<file path="config.mk">
export PLATFORM = sky130hd
export DESIGN_NAME = hazard_ctrl
export DESIGN_NICKNAME = d
export VERILOG_FILES = /design/src/rtl/hazard_ctrl.sv
export SDC_FILE = /design/constraint.sdc
export NUM_CORES = 1
export LEC_CHECK = 0
export BUFFER_PORTS_ARGS = -buffer_cell sky130_fd_sc_hd__buf_2
export CAP_MARGIN = 30
export CELL_PAD_IN_SITES_DETAIL_PLACEMENT = 1
export CELL_PAD_IN_SITES_GLOBAL_PLACEMENT = 2
export CORE_ASPECT_RATIO = 1.5
export CORE_MARGIN = 4
export CORE_UTILIZATION = 29
export CTS_CLUSTER_SIZE = 10
export DETAILED_ROUTE_END_ITERATION = 12
export GPL_ROUTABILITY_DRIVEN = 0
export PLACE_DENSITY_LB_ADDON = 0.1
export SYNTH_ARGS = -nofsm -noshare
export SYNTH_HDL_FRONTEND = slang
export SYNTH_SLANG_ARGS = --single-unit
</file>
<file path="constraint.sdc">
create_clock -name clk -period 2.2 [get_ports clk]
set_input_delay 0.44 -clock clk [delete_from_list [all_inputs] [get_ports clk]]
set_output_delay 0.44 -clock clk [all_outputs]
set_load 0.05 [all_outputs]
</file>
<file path="src/rtl/hazard_ctrl.sv">
// hazard_ctrl: pipeline hazard unit. It detects load-use hazards and HI/LO
// hazards behind a busy multiply/divide unit (MDU), and gives a taken branch
// priority over both. It also tracks MDU busy time and counts stalled cycles.
//
// Ports:
//   clk, rst            clock, asynchronous active-high reset
//   rs_if_id, rt_if_id  source fields of the IF/ID instruction
//   rs_used_if_id,
//   rt_used_if_id       the IF/ID instruction reads rs / rt
//   mem_rd_id_ex        the ID/EX instruction is a load
//   rt_id_ex            load destination register in ID/EX
//   md_start_id_ex      the ID/EX instruction issues a mul/div
//   md_use_if_id        the IF/ID instruction touches HI/LO
//   branch_taken_ex     a branch or jump resolved taken in EX
//   pc_wr_en,
//   if_id_wr_en         PC and IF/ID load enables
//   if_id_flush         zeroes IF/ID at the next edge
//   id_ex_bubble        loads a NOP into ID/EX at the next edge
//   md_busy, md_done    MDU is busy / MDU is in its last busy cycle
//   stall_cnt           saturating count of cycles with the PC held
module hazard_ctrl #(
  parameter int unsigned MDU_LAT = 4
) (
  input  logic        clk,
  input  logic        rst,
  input  logic [4:0]  rs_if_id,
  input  logic [4:0]  rt_if_id,
  input  logic        rs_used_if_id,
  input  logic        rt_used_if_id,
  input  logic        mem_rd_id_ex,
  input  logic [4:0]  rt_id_ex,
  input  logic        md_start_id_ex,
  input  logic        md_use_if_id,
  input  logic        branch_taken_ex,
  output logic        pc_wr_en,
  output logic        if_id_wr_en,
  output logic        if_id_flush,
  output logic        id_ex_bubble,
  output logic        md_busy,
  output logic        md_done,
  output logic [15:0] stall_cnt
);

  localparam int unsigned CNT_W  = 4;
  localparam int unsigned STAT_W = 16;

  typedef enum logic [0:0] {
    S_IDLE = 1'b0,
    S_BUSY = 1'b1
  } state_t;

  state_t              r_state;
  state_t              w_state_nxt;
  logic [CNT_W-1:0]    r_cnt;
  logic [CNT_W-1:0]    w_cnt_nxt;
  logic [STAT_W-1:0]   r_stall_cnt;

  logic w_load_use;
  logic w_md_stall;

  // MDU state register
  always_ff @(posedge clk or posedge rst) begin
    if (rst) begin
      r_state <= S_IDLE;
      r_cnt   <= '0;
    end else begin
      r_state <= w_state_nxt;
      r_cnt   <= w_cnt_nxt;
    end
  end

  // MDU next state; a new start always restarts the full latency
  always_comb begin
    w_state_nxt = r_state;
    w_cnt_nxt   = r_cnt;
    unique case (r_state)
      S_IDLE: begin
        if (md_start_id_ex) begin
          w_state_nxt = S_BUSY;
          w_cnt_nxt   = CNT_W'(MDU_LAT);
        end
      end
      S_BUSY: begin
        if (md_start_id_ex) begin
          w_cnt_nxt = CNT_W'(MDU_LAT);
        end else begin
          w_cnt_nxt = r_cnt - CNT_W'(1);
          if (r_cnt == CNT_W'(1)) begin
            w_state_nxt = S_IDLE;
          end
        end
      end
      default: begin
        w_state_nxt = S_IDLE;
        w_cnt_nxt   = '0;
      end
    endcase
  end

  assign md_busy = (r_state == S_BUSY);
  assign md_done = md_busy && (r_cnt == CNT_W'(1));

  // Hazard detection; $0 never creates a dependency
  assign w_load_use = mem_rd_id_ex && (rt_id_ex != 5'd0) &&
                      ((rs_used_if_id && (rs_if_id == rt_id_ex)) ||
                       (rt_used_if_id && (rt_if_id == rt_id_ex)));
  assign w_md_stall = md_busy && md_use_if_id;

  // Pipeline control: branch beats stalls; reset forces normal flow
  always_comb begin
    pc_wr_en     = 1'b1;
    if_id_wr_en  = 1'b1;
    if_id_flush  = 1'b0;
    id_ex_bubble = 1'b0;
    if (!rst) begin
      if (branch_taken_ex) begin
        if_id_flush  = 1'b1;
        id_ex_bubble = 1'b1;
      end else if (w_load_use || w_md_stall) begin
        pc_wr_en     = 1'b0;
        if_id_wr_en  = 1'b0;
        id_ex_bubble = 1'b1;
      end
    end
  end

  // Saturating stall counter
  always_ff @(posedge clk or posedge rst) begin
    if (rst) begin
      r_stall_cnt <= '0;
    end else if (!pc_wr_en && (r_stall_cnt != {STAT_W{1'b1}})) begin
      r_stall_cnt <= r_stall_cnt + STAT_W'(1);
    end
  end

  assign stall_cnt = r_stall_cnt;

endmodule

</file>
Yosys cells after proc, flatten, opt, wreduce, memory -nomap -nowiden
Index checks and enable logic that the tools add are counted.
- register bits: 21
- output and inout port bits: 22
- logic and storage cells: 37
- add/sub/neg operators: 2
- equality and inequality tests: 5
- multiplexer cells: 15
- bitwise gates (word level): 1
- reduce and logical (&&, ||, !) cells: 11
- operators with widths (kind ; number):
    $add A16 B1 Y16 const B ; 1
    $ne A16 B16 Y1 const B ; 1
    $mux W1 ; 11
    $eq A5 B5 Y1 ; 2
    $mux W4 ; 2
    $pmux W4 S2 ; 1
    $logic_and A1 B1 Y1 ; 7
    $reduce_bool A5 Y1 ; 1
    $eq A4 B1 Y1 const B ; 1
    $sub A4 B1 Y4 const B ; 1
    $logic_or A1 B1 Y1 ; 2
    $ne A2 B2 Y1 const B ; 1
    $pmux W1 S2 ; 1
    $logic_not A1 Y1 ; 1
    $not A1 Y1 ; 1

Longest topological paths before layout
Gate-level depths: netlist of the first run.
- depth in word-level cells: 10
- gate-level depth with buffers: 7
- gate-level depth less buffers: 6

Worst setup path before layout of the first run
Ideal clock, no wire load.
- kind: register to output
- start: register r_state (netlist: md_busy)
- end: output port md_done
- arrival: 2.417 ns
- data required time: 1.760 ns
- slack: -0.657 ns
- cell stages (with the launch flop): 3
- path buffers: 1
- cell sequence: dfrtp_1 > clkbuf_1 > nor4bb_1
- word-level cells in the longest chain between the ends: 1
- RTL lines (what ; line ; source):
    start, declared ; 52 ; state_t r_state;
    start signal, assigned ; 67 ; r_state <= w_state_nxt;
    $logic_and A1 B1 Y1 ; 101 ; assign md_done = md_busy && (r_cnt == CNT_W'(1));
    end, declared ; 40 ; output logic md_done,
Every way passes these cells.

Final worst setup path of the first run
- start: input port rt_id_ex[2]
- end: output port id_ex_bubble
- word-level cells in the longest chain between the ends: 8
- elaborated cells on any way between the ends: 12
- RTL lines (what ; line ; source):
    start, declared ; 31 ; input logic [4:0] rt_id_ex,
    $eq A5 B5 Y1, on equally long branches ; 105, 106 ;
    $logic_and A1 B1 Y1, on equally long branches ; 105, 106 ;
    $logic_or A1 B1 Y1 ; 105 ; ((rs_used_if_id && (rs_if_id == rt_id_ex)) ||
    $logic_and A1 B1 Y1 (*) ; 104 ; assign w_load_use = mem_rd_id_ex && (rt_id_ex != 5'd0) &&
    $logic_or A1 B1 Y1 (*) ; 119 ; end else if (w_load_use || w_md_stall) begin
    $mux W1 (*) ; 119 ;
    $mux W1 (*) ; 116 ; if (branch_taken_ex) begin
    $mux W1 (*) ; 115 ; if (!rst) begin
    end, declared ; 38 ; output logic id_ex_bubble,
Every way passes the cells marked *; elsewhere a longest branch is shown, timed or not.

==> reports/metrics.cfg, run 1 <==
[drt]
initialDrtViolationCount = 44
drt-pass1-iter-count = 4
post_drt_wl_per_cell_um = 14.60
drc = 0
routed_via_density = 5.004
route.final.wire_length_mm = 3.314
vias = 1136
ant_nets = 0

[setup_path]
critPathRequiredTime_ns = 1.76
crit_path_start_kind = input port
worstSetupPathType = in2out
worstPathMaxFanout = 3
crit_family = simple AND/OR/NAND/NOR gates
arrival_ns = 1.73
critPathMaxStageDelay_ns = 0.25
cpMostUsedCell = buf_6
worstPathCellList = buf_8, buf_6, xor2_2, nor4_2, a32oi_2, o21ai_4, nor2_1, nor2_4, buf_6
critical-path-slowest-cell = nor4_2
critical_path_buf_inv_count = 3
critPathCaptureType = primary output

[floorplan]
die_w_um = 61.42
core_area_um2 = 4029
die_h_um = 88.13
num_rows = 28
die_area_um2 = 5412
start_util_pct = 30.81
io_pins = 45

[power]
p_per_area_nw_per_um2 = 721.3
power.total_uw = 1256
power.leakage_uw = 0.0008729
ir_drop_mv = 0.4124

[grt]
grt_pass1_wl_mm = 5.402
grt_pass1_vias = 1194
grt_max_degree = 14
grt.total_usage_pct = 13.17
antenna_found_initial = 0
overflow = 0

[finish]
areaGrowthSynthToFinish_pct = 40.32
utilization_pct = 43.23
layout-drive-gt1-share_pct = 40.11
n_fill_cell = 492
finalNetCount = 209
n_antenna_cell = 0
finalInstanceArea_um2 = 1742

[timing]
setup_viol = 0
worstMarginPinSlew_ns = 0.4547
rsz0062_at_grt = true
setup_ws_ns = 0.02878
finalHoldViolCount = 0
fin_hold_ws_ns = 0.1927
slew-limit-headroom_pct = 69.50
drv_slew = 0
max_freq_mhz = 460.6
period_needed_ns = 2.171
fin_crit_sh_pct = 98.69
clock_skew_ns = 0.008220

[yosys]
yosysTopAreaCell = dfrtp_1
synth.area.top_cells = dfrtp_1 (42%), xnor2_1 (11%), and3_1 (6.6%)
ys_ff_latch = 21
yosysTopAreaCellShare_pct = 42.34
netlist_area_um2 = 1241
synth.most_common_cell = dfrtp_1
synth_cell_type_count = 35
synth_nets = 149
synth_edf_count = 0
ys_seq_area_share_pct = 42.34
synth_ff_type = dfrtp_1
netlist_instances = 123
synth_area_per_cell_um2 = 10.09
async_reset_ff_share_pct = 100.0
ys_warn_count = 0
synth_common_cells = dfrtp_1 (21), xnor2_1 (16), and3_1 (13)

[clocking]
cts_tree = yes
cts_buffer_depth = 2
insertion_delay_ns = 0.26
htreeDepth = 1
cts-root-buf = clkbuf_8
cts_buffers = 3
clock-sinks = 21
path_clk_slew_ns = 0.08
cts-hold-fix-buffers = 0

[status]
status = finished, final reports clean

[place]
io_buffers = 44
place_hpwl_mm = 2.705
post-place-ws_ns = -0.1391
placed_cell_area_um2 = 1623

[hold_path]
hold_path_class = in2async

[job]
cap_violations = 0

[worst register-to-register path: cells and delay by family, from the launching register on]
family / cells / cell delay [ns]
fa+ha+maj: 1 / 0.29
simple gates: 3 / 0.40
mux: 1 / 0.31
buf+inv: 1 / 0.16
flops: 1 / 0.43
compound gates: 1 / 0.08
[power by group]
| part | internal, uW | total, uW | leakage (uW) | switching (uW) |
|---|---|---|---|---|
| logic | 176 | 486 | 0.000578 | 309 |
| registers | 445 | 515 | 0.000269 | 70.3 |
| clock network | 126 | 255 | 0.0000255 | 129 |
[state kept, by name, indices dropped and copies added, names as in the netlist]
signal	cells
md_busy	1
r_cnt	4
stall_cnt	16
[layer usage]
metal	share of wire, %	wire [um]	global-route usage [%]
met2	56	1872	24.47
met1	39	1299	14.81
met5	0	0	0
met3	3.5	117	2.065
met4	0.75	25	4.054
[through the flow]
step / TNS, ns / cells
6_report: 0 / 227
2_1_floorplan: 0 / 123
5_1_grt: -0.1459 / 227
3_3_place_gp: -0.4421 / 222
4_1_cts: 0 / 227
3_5_place_dp: -1.041 / 222
[kinds of logic (layout without fill, tap and decap cells)]
logic type	after synthesis	count (layout)	share of synthesized area (%)
mux	4	4	3.528
simple gates	52	52	23.79
compound gates	11	11	7.057
flops	21	21	42.34
fa+ha+maj	3	3	3.025
xor+xnor	24	24	16.94
buf+inv	8	67	3.327
[path summary, 6_finish.rpt]
kind / cells past startpoint / slack [ns] / endpoint / from
worst min register to register: 1 / 0.50 / stall_cnt[11] / stall_cnt[11]
max in group asynchronous: 3 / 1.49 / stall_cnt[4] / rst
worst max register to register: 7 / 0.43 / stall_cnt[1] / stall_cnt[0]
worst max-delay path: 9 / 0.03 / id_ex_bubble / rt_id_ex[2]
worst min-delay path: 2 / 0.19 / stall_cnt[10] / rst
min in group clk: 2 / 0.38 / r_cnt[0] / md_start_id_ex
[cell type report]
class / instances / area [um2] / share of cell area, %
sequential: 21 / 525.5 / 30.17
multi-input combinational: 94 / 729.5 / 41.88
clock inverter: 1 / 5.005 / 0.2874
clock buffer: 3 / 41.29 / 2.371
inverter: 5 / 18.77 / 1.078
tap: 45 / 56.30 / 3.233
timing repair buffer: 58 / 365.4 / 20.98
[cell usage in the layout, fill, tap and decap left out, types with 2 or more instances in the layout]
cell | Yosys | layout
a211oi_1 | 3 | 3
and3_1 | 13 | 13
buf_2 | 0 | 40
buf_4 | 1 | 12
buf_6 | 1 | 4
buf_8 | 0 | 2
clkbuf_8 | 0 | 3
dfrtp_1 | 21 | 21
ha_1 | 3 | 3
inv_1 | 5 | 5
mux2_1 | 3 | 3
nand2_1 | 4 | 3
nand3_1 | 12 | 12
nand4_1 | 4 | 4
nor2_1 | 8 | 7
nor4_2 | 1 | 2
xnor2_1 | 16 | 16
xor2_1 | 8 | 7
[what timing repair did]
action | 4_1_cts | 5_1_grt
gates resized for setup | 15 | 1
pin swaps | 5 | 0
gates cloned | 0 | 0
setup buffers | 1 | 0
endpoints found under the setup margin | 3 | 3
(Power assumes the default switching activity.)
==> run 2: changes to the inputs <==
--- a/config.mk
+++ b/config.mk
@@ -5,15 +5,15 @@
 export SDC_FILE = /design/constraint.sdc
 export NUM_CORES = 1
 export LEC_CHECK = 0
-export BUFFER_PORTS_ARGS = -buffer_cell sky130_fd_sc_hd__buf_2
 export CAP_MARGIN = 30
 export CELL_PAD_IN_SITES_DETAIL_PLACEMENT = 1
 export CELL_PAD_IN_SITES_GLOBAL_PLACEMENT = 2
 export CORE_ASPECT_RATIO = 1.5
 export CORE_MARGIN = 4
-export CORE_UTILIZATION = 29
+export CORE_UTILIZATION = 33
 export CTS_CLUSTER_SIZE = 10
 export DETAILED_ROUTE_END_ITERATION = 12
+export DONT_BUFFER_PORTS = 1
 export GPL_ROUTABILITY_DRIVEN = 0
 export PLACE_DENSITY_LB_ADDON = 0.1
 export SYNTH_ARGS = -nofsm -noshare
==> constraint.sdc (replaced) <==
create_clock -name clk -period 1.75 [get_ports clk]
set_input_delay 0.35 -clock clk [delete_from_list [all_inputs] [get_ports clk]]
set_output_delay 0.35 -clock clk [all_outputs]
set_load 0.05 [all_outputs]
==> reports/metrics.cfg, run 2 (synthesis gave the netlist of run 1 again) <==
[drt]
vias = 1049
post_drt_wl_per_cell_um = 16.74
ant_nets = 0
drt-pass1-iter-count = 4
routed_via_density = 5.167
initialDrtViolationCount = 28
route.final.wire_length_mm = 3.398
drc = 0

[setup_path]
critPathMaxStageDelay_ns = 0.53
critical_path_buf_inv_count = 2
crit_path_start_kind = input port
arrival_ns = 1.52
worstSetupPathType = in2out
cpMostUsedCell = o21ai_4
regToRegSetupSlack_ns = 0.18
r2r_start = stall_cnt[14]
worstPathCellList = or4_4, o21ai_4, o21ai_4, buf_6, nand2_4, buf_12
worstPathMaxFanout = 3
critical_path.startpoint = rt_id_ex[1]
critPathRequiredTime_ns = 1.40
crit_family = simple AND/OR/NAND/NOR gates
critPathCaptureType = primary output
critical-path-slowest-cell = or4_4

[power]
power.leakage_uw = 0.0007794
ir_drop_mv = 0.4866
p_per_area_nw_per_um2 = 958.1

[finish]
n_antenna_cell = 0
layout_commonest_cell = buf_4
utilization_pct = 46.54
largest_reg_flops = 16
areaGrowthSynthToFinish_pct = 36.79
layout_common_cells = buf_4 (30), xnor2_1 (16), and3_1 (13), nand3_1 (12), dfrtp_2 (12)
finalNetCount = 187
layout-drive-gt1-share_pct = 40.00

[timing]
fin_crit_sh_pct = 107.1
fin_hold_ws_ns = 0.004844
slew-limit-headroom_pct = 74.50
setup_viol = 6
drv_slew = 0
max_freq_mhz = 533.4
setup_ws_ns = -0.1249
period_needed_ns = 1.875
finalHoldViolCount = 0
worstMarginPinSlew_ns = 0.3772
rsz0062_at_grt = true
clock_skew_ns = 0.003813

[status]
violations = negative setup slack
status = finished with violations

[grt]
antenna_found_initial = 0
grt.total_usage_pct = 15.31
grt_max_degree = 22
grt_pass1_vias = 1222
overflow = 0
grt_pass1_wl_mm = 5.754

[clocking]
htreeDepth = 1
cts-root-buf = clkbuf_8
path_clk_slew_ns = 0.08
cts_tree = yes
cts_buffer_depth = 2
cts_buffers = 3
insertion_delay_ns = 0.26
clock-sinks = 21

[floorplan]
num_rows = 27
die_w_um = 58.08
die_h_um = 83.11
io_pins = 45
start_util_pct = 34.02
die_area_um2 = 4827
core_area_um2 = 3649

[place]
place_hpwl_mm = 2.720
io_buffers = 0
post-place-ws_ns = -0.1784

[job]
cap_violations = 0

[hold_path]
hold_path_class = in2async

-- run 2: per-layer routing --
metal / vias up / wire length [um] / global-route usage [%]
met1: 515 / 1102 / 14.99
li1: 506 / - / -
met2: 26 / 2116 / 29.94
met5: - / 0 / 0
met4: 0 / 23 / 5.485
met3: 2 / 155 / 2.955
-- run 2: final timing paths --
check                                 to  cells after the start
max                          if_id_wr_en                      6
min                        stall_cnt[10]                      2
max reg2reg                stall_cnt[13]                      6
min reg2reg                      md_busy                      1
max in group asynchronous   stall_cnt[4]                      2
min in group clk                r_cnt[0]                      1
-- run 2: worst reg2reg max path, delay by kind of cell (launching register included) --
kind                   cells  cell delay (ns)
flip-flops                 1             0.40
AO/OA/AOI/OAI              1             0.23
AND/OR/NAND/NOR            3             0.53
buffers and inverters      1             0.16
XOR/XNOR                   1             0.14
-- run 2: area by class of cell --
class	count	area, um2
Tap cell	43	53.80
Timing Repair Buffer	36	310.3
Sequential cell	21	540.5
Multi-Input combinational cell	94	728.2
Fill cell	428	1951
Clock inverter	1	5.005
Inverter	5	18.77
Clock buffer	3	41.29
-- run 2: timing repair --
action                                 CTS  global route
gates resized for setup                  2             4
hold buffers                             0             0
setup endpoints to repair                4            12
setup buffers                            2             1
endpoints found under the hold margin    0             0
pin swaps                                6             6
-- run 2: metrics by stage --
stage	cell area, um2	cells	total power, uW	TNS (ns)
after floorplan	1303	123	1083	-0.5324
after global placement	1603	196	1266	-1.218
after detailed placement	1603	196	1288	-1.632
after CTS	1672	202	1640	-0.4927
after global routing	1698	203	1732	-1.345
final	1698	203	1627	-0.5231
-- run 2: power breakdown --
part | internal [uW] | switching [uW] | total [uW]
Combinational | 257 | 419 | 676
Clock | 159 | 167 | 326
Sequential | 568 | 57.2 | 625
Total | 984 | 643 | 1630
==> run 3: changes to the inputs <==
--- a/config.mk
+++ b/config.mk
@@ -10,12 +10,14 @@
 export CELL_PAD_IN_SITES_GLOBAL_PLACEMENT = 2
 export CORE_ASPECT_RATIO = 1.5
 export CORE_MARGIN = 4
-export CORE_UTILIZATION = 33
+export CORE_UTILIZATION = 35
+export CTS_BUF_LIST = sky130_fd_sc_hd__clkbuf_2
 export CTS_CLUSTER_SIZE = 10
 export DETAILED_ROUTE_END_ITERATION = 12
 export DONT_BUFFER_PORTS = 1
 export GPL_ROUTABILITY_DRIVEN = 0
 export PLACE_DENSITY_LB_ADDON = 0.1
+export RECOVER_POWER = 100
 export SYNTH_ARGS = -nofsm -noshare
 export SYNTH_HDL_FRONTEND = slang
 export SYNTH_SLANG_ARGS = --single-unit
==> reports/metrics.cfg, run 3 (synthesis gave the netlist of run 1 again) <==
[status]
status = finished with violations
violations = negative setup slack

[hold_path]
min_path_cells = 1
min_from = md_start_id_ex
hold_path_class = in2reg
min_to = md_busy

[place]
io_buffers = 0
place_hpwl_mm = 2.847
dp_cells = 195
placed_cell_area_um2 = 1614

[finish]
instances_no_fill = 207
areaGrowthSynthToFinish_pct = 33.47
n_antenna_cell = 0
finalInstanceArea_um2 = 1657
finalNetCount = 192
largest_reg_flops = 16
layout-drive-gt1-share_pct = 38.79
layout_commonest_cell = clkbuf_2
layout_common_cells = clkbuf_2 (20), xnor2_1 (16), and3_1 (13), dfrtp_2 (13)

[setup_path]
worstPathMaxFanout = 3
critPathRequiredTime_ns = 1.40
reg2reg_depth = 7
rr_endpoint = stall_cnt[15]
critPathCaptureType = primary output
arrival_ns = 1.52
crit_path_start_kind = input port
worstSetupPathType = in2out
regToRegSetupSlack_ns = 0.03
r2r_start = stall_cnt[0]

[grt]
grt_pass1_wl_mm = 5.609
antenna_found_initial = 0
grt_pass1_vias = 1252
overflow = 0
grt.total_usage_pct = 15.73
grt_max_degree = 14

[drt]
drt-pass1-iter-count = 4
wl_met2_mm = 2.030
vias = 1098
route.final.wire_length_mm = 3.456
drc = 0
routed_via_density = 5.304
drt-met1-wl_mm = 1.227
post_drt_wl_per_cell_um = 16.70
dr.max_layer_used = met4
initialDrtViolationCount = 5
ant_nets = 0
dr_wl_met3_um = 154

[power]
power_frac_seq_pct = 41.3
p_int_uw = 867.1
power.leakage_uw = 0.0007692
p_comb_share_pct = 44.1
power_frac_clock_pct = 14.6
switching_share_pct = 42.82
p_per_area_nw_per_um2 = 915.4
power_switching_uw = 649.4
ir_drop_mv = 0.5175

[clocking]
cts_tree = yes
clock-sinks = 21
cts_buffer_depth = 2
cts-root-buf = clkbuf_2
htreeDepth = 1
insertion_delay_ns = 0.34
path_clk_slew_ns = 0.23
cts_buffers = 3

[timing]
clock_skew_ns = 0.007503
rsz0062_at_grt = true
fin_crit_sh_pct = 106.8
slew-limit-headroom_pct = 47.27
worstMarginPinSlew_ns = 0.7909
period_needed_ns = 1.868
finalHoldViolCount = 0
drv_slew = 0
setup_viol = 4
setup_ws_ns = -0.1183
max_freq_mhz = 535.3

[job]
cap_violations = 0

[floorplan]
die_w_um = 56.62
die_h_um = 80.94
num_rows = 26
start_util_pct = 36.34
die_area_um2 = 4583
io_pins = 45
core_area_um2 = 3416

[run 3: worst max-delay path: stages]
cell,delay (ns)
or4_4,0.52
o21ai_2,0.17
o21ai_4,0.11
buf_12,0.14
nand2_4,0.05
buf_12,0.16
[run 3: worst max path at each step]
stage,slack (ns),from,cells after the start,endpoint
after floorplan,-0.23,rt_id_ex[1],6,pc_wr_en
after global placement,-0.18,rt_id_ex[1],6,id_ex_bubble
after detailed placement,-0.19,rt_id_ex[1],6,id_ex_bubble
after CTS,-0.14,rt_id_ex[4],7,id_ex_bubble
after global routing,-0.18,rt_id_ex[4],7,id_ex_bubble
final,-0.12,rt_id_ex[1],6,if_id_wr_en
[run 3: metal layers]
metal,GRT usage (%),vias up
met5,0,-
met4,6.651,0
met3,3.180,5
met2,31.48,30
met1,15.18,546
li1,-,517
[run 3: repair_timing]
action,in CTS,in global routing
gates resized for setup,7,0
setup buffers,3,3
pin swaps,1,0
endpoints found under the hold margin,8,3
hold buffers,1,1
endpoints found under the setup margin,4,4
[run 3: area by class of cell]
type	count	area [um2]
Timing Repair Buffer	41	304.0
Fill cell	400	1759
Tap cell	42	52.55
Clock inverter	1	5.005
Sequential cell	21	541.8
Clock buffer	3	15.01
Multi-Input combinational cell	94	719.4
Inverter	5	18.77
[run 3: power by group through the flow]
| stage | registers [uW] | clock network [uW] | logic [uW] |
|---|---|---|---|
| after floorplan | 837 | 0 | 247 |
| after global placement | 632 | 0 | 644 |
| after detailed placement | 641 | 0 | 660 |
| after CTS | 635 | 232 | 698 |
| after global routing | 636 | 248 | 719 |
| final | 626 | 222 | 669 |
[run 3: metrics by stage]
step                      hold slack, ns  setup WS (ns)  util, %  TNS [ns]  total power (uW)
final                            0.07804        -0.1183    48.50   -0.4049              1516
after global routing             0.04445        -0.1752    48.50    -1.173              1603
after CTS                        0.01525        -0.1353    49.56   -0.4098              1565
after detailed placement          0.2251        -0.1945    47.25    -1.678              1302
after global placement            0.2173        -0.1804    47.25    -1.076              1276
after floorplan                   0.3257        -0.2319        -   -0.5324              1083
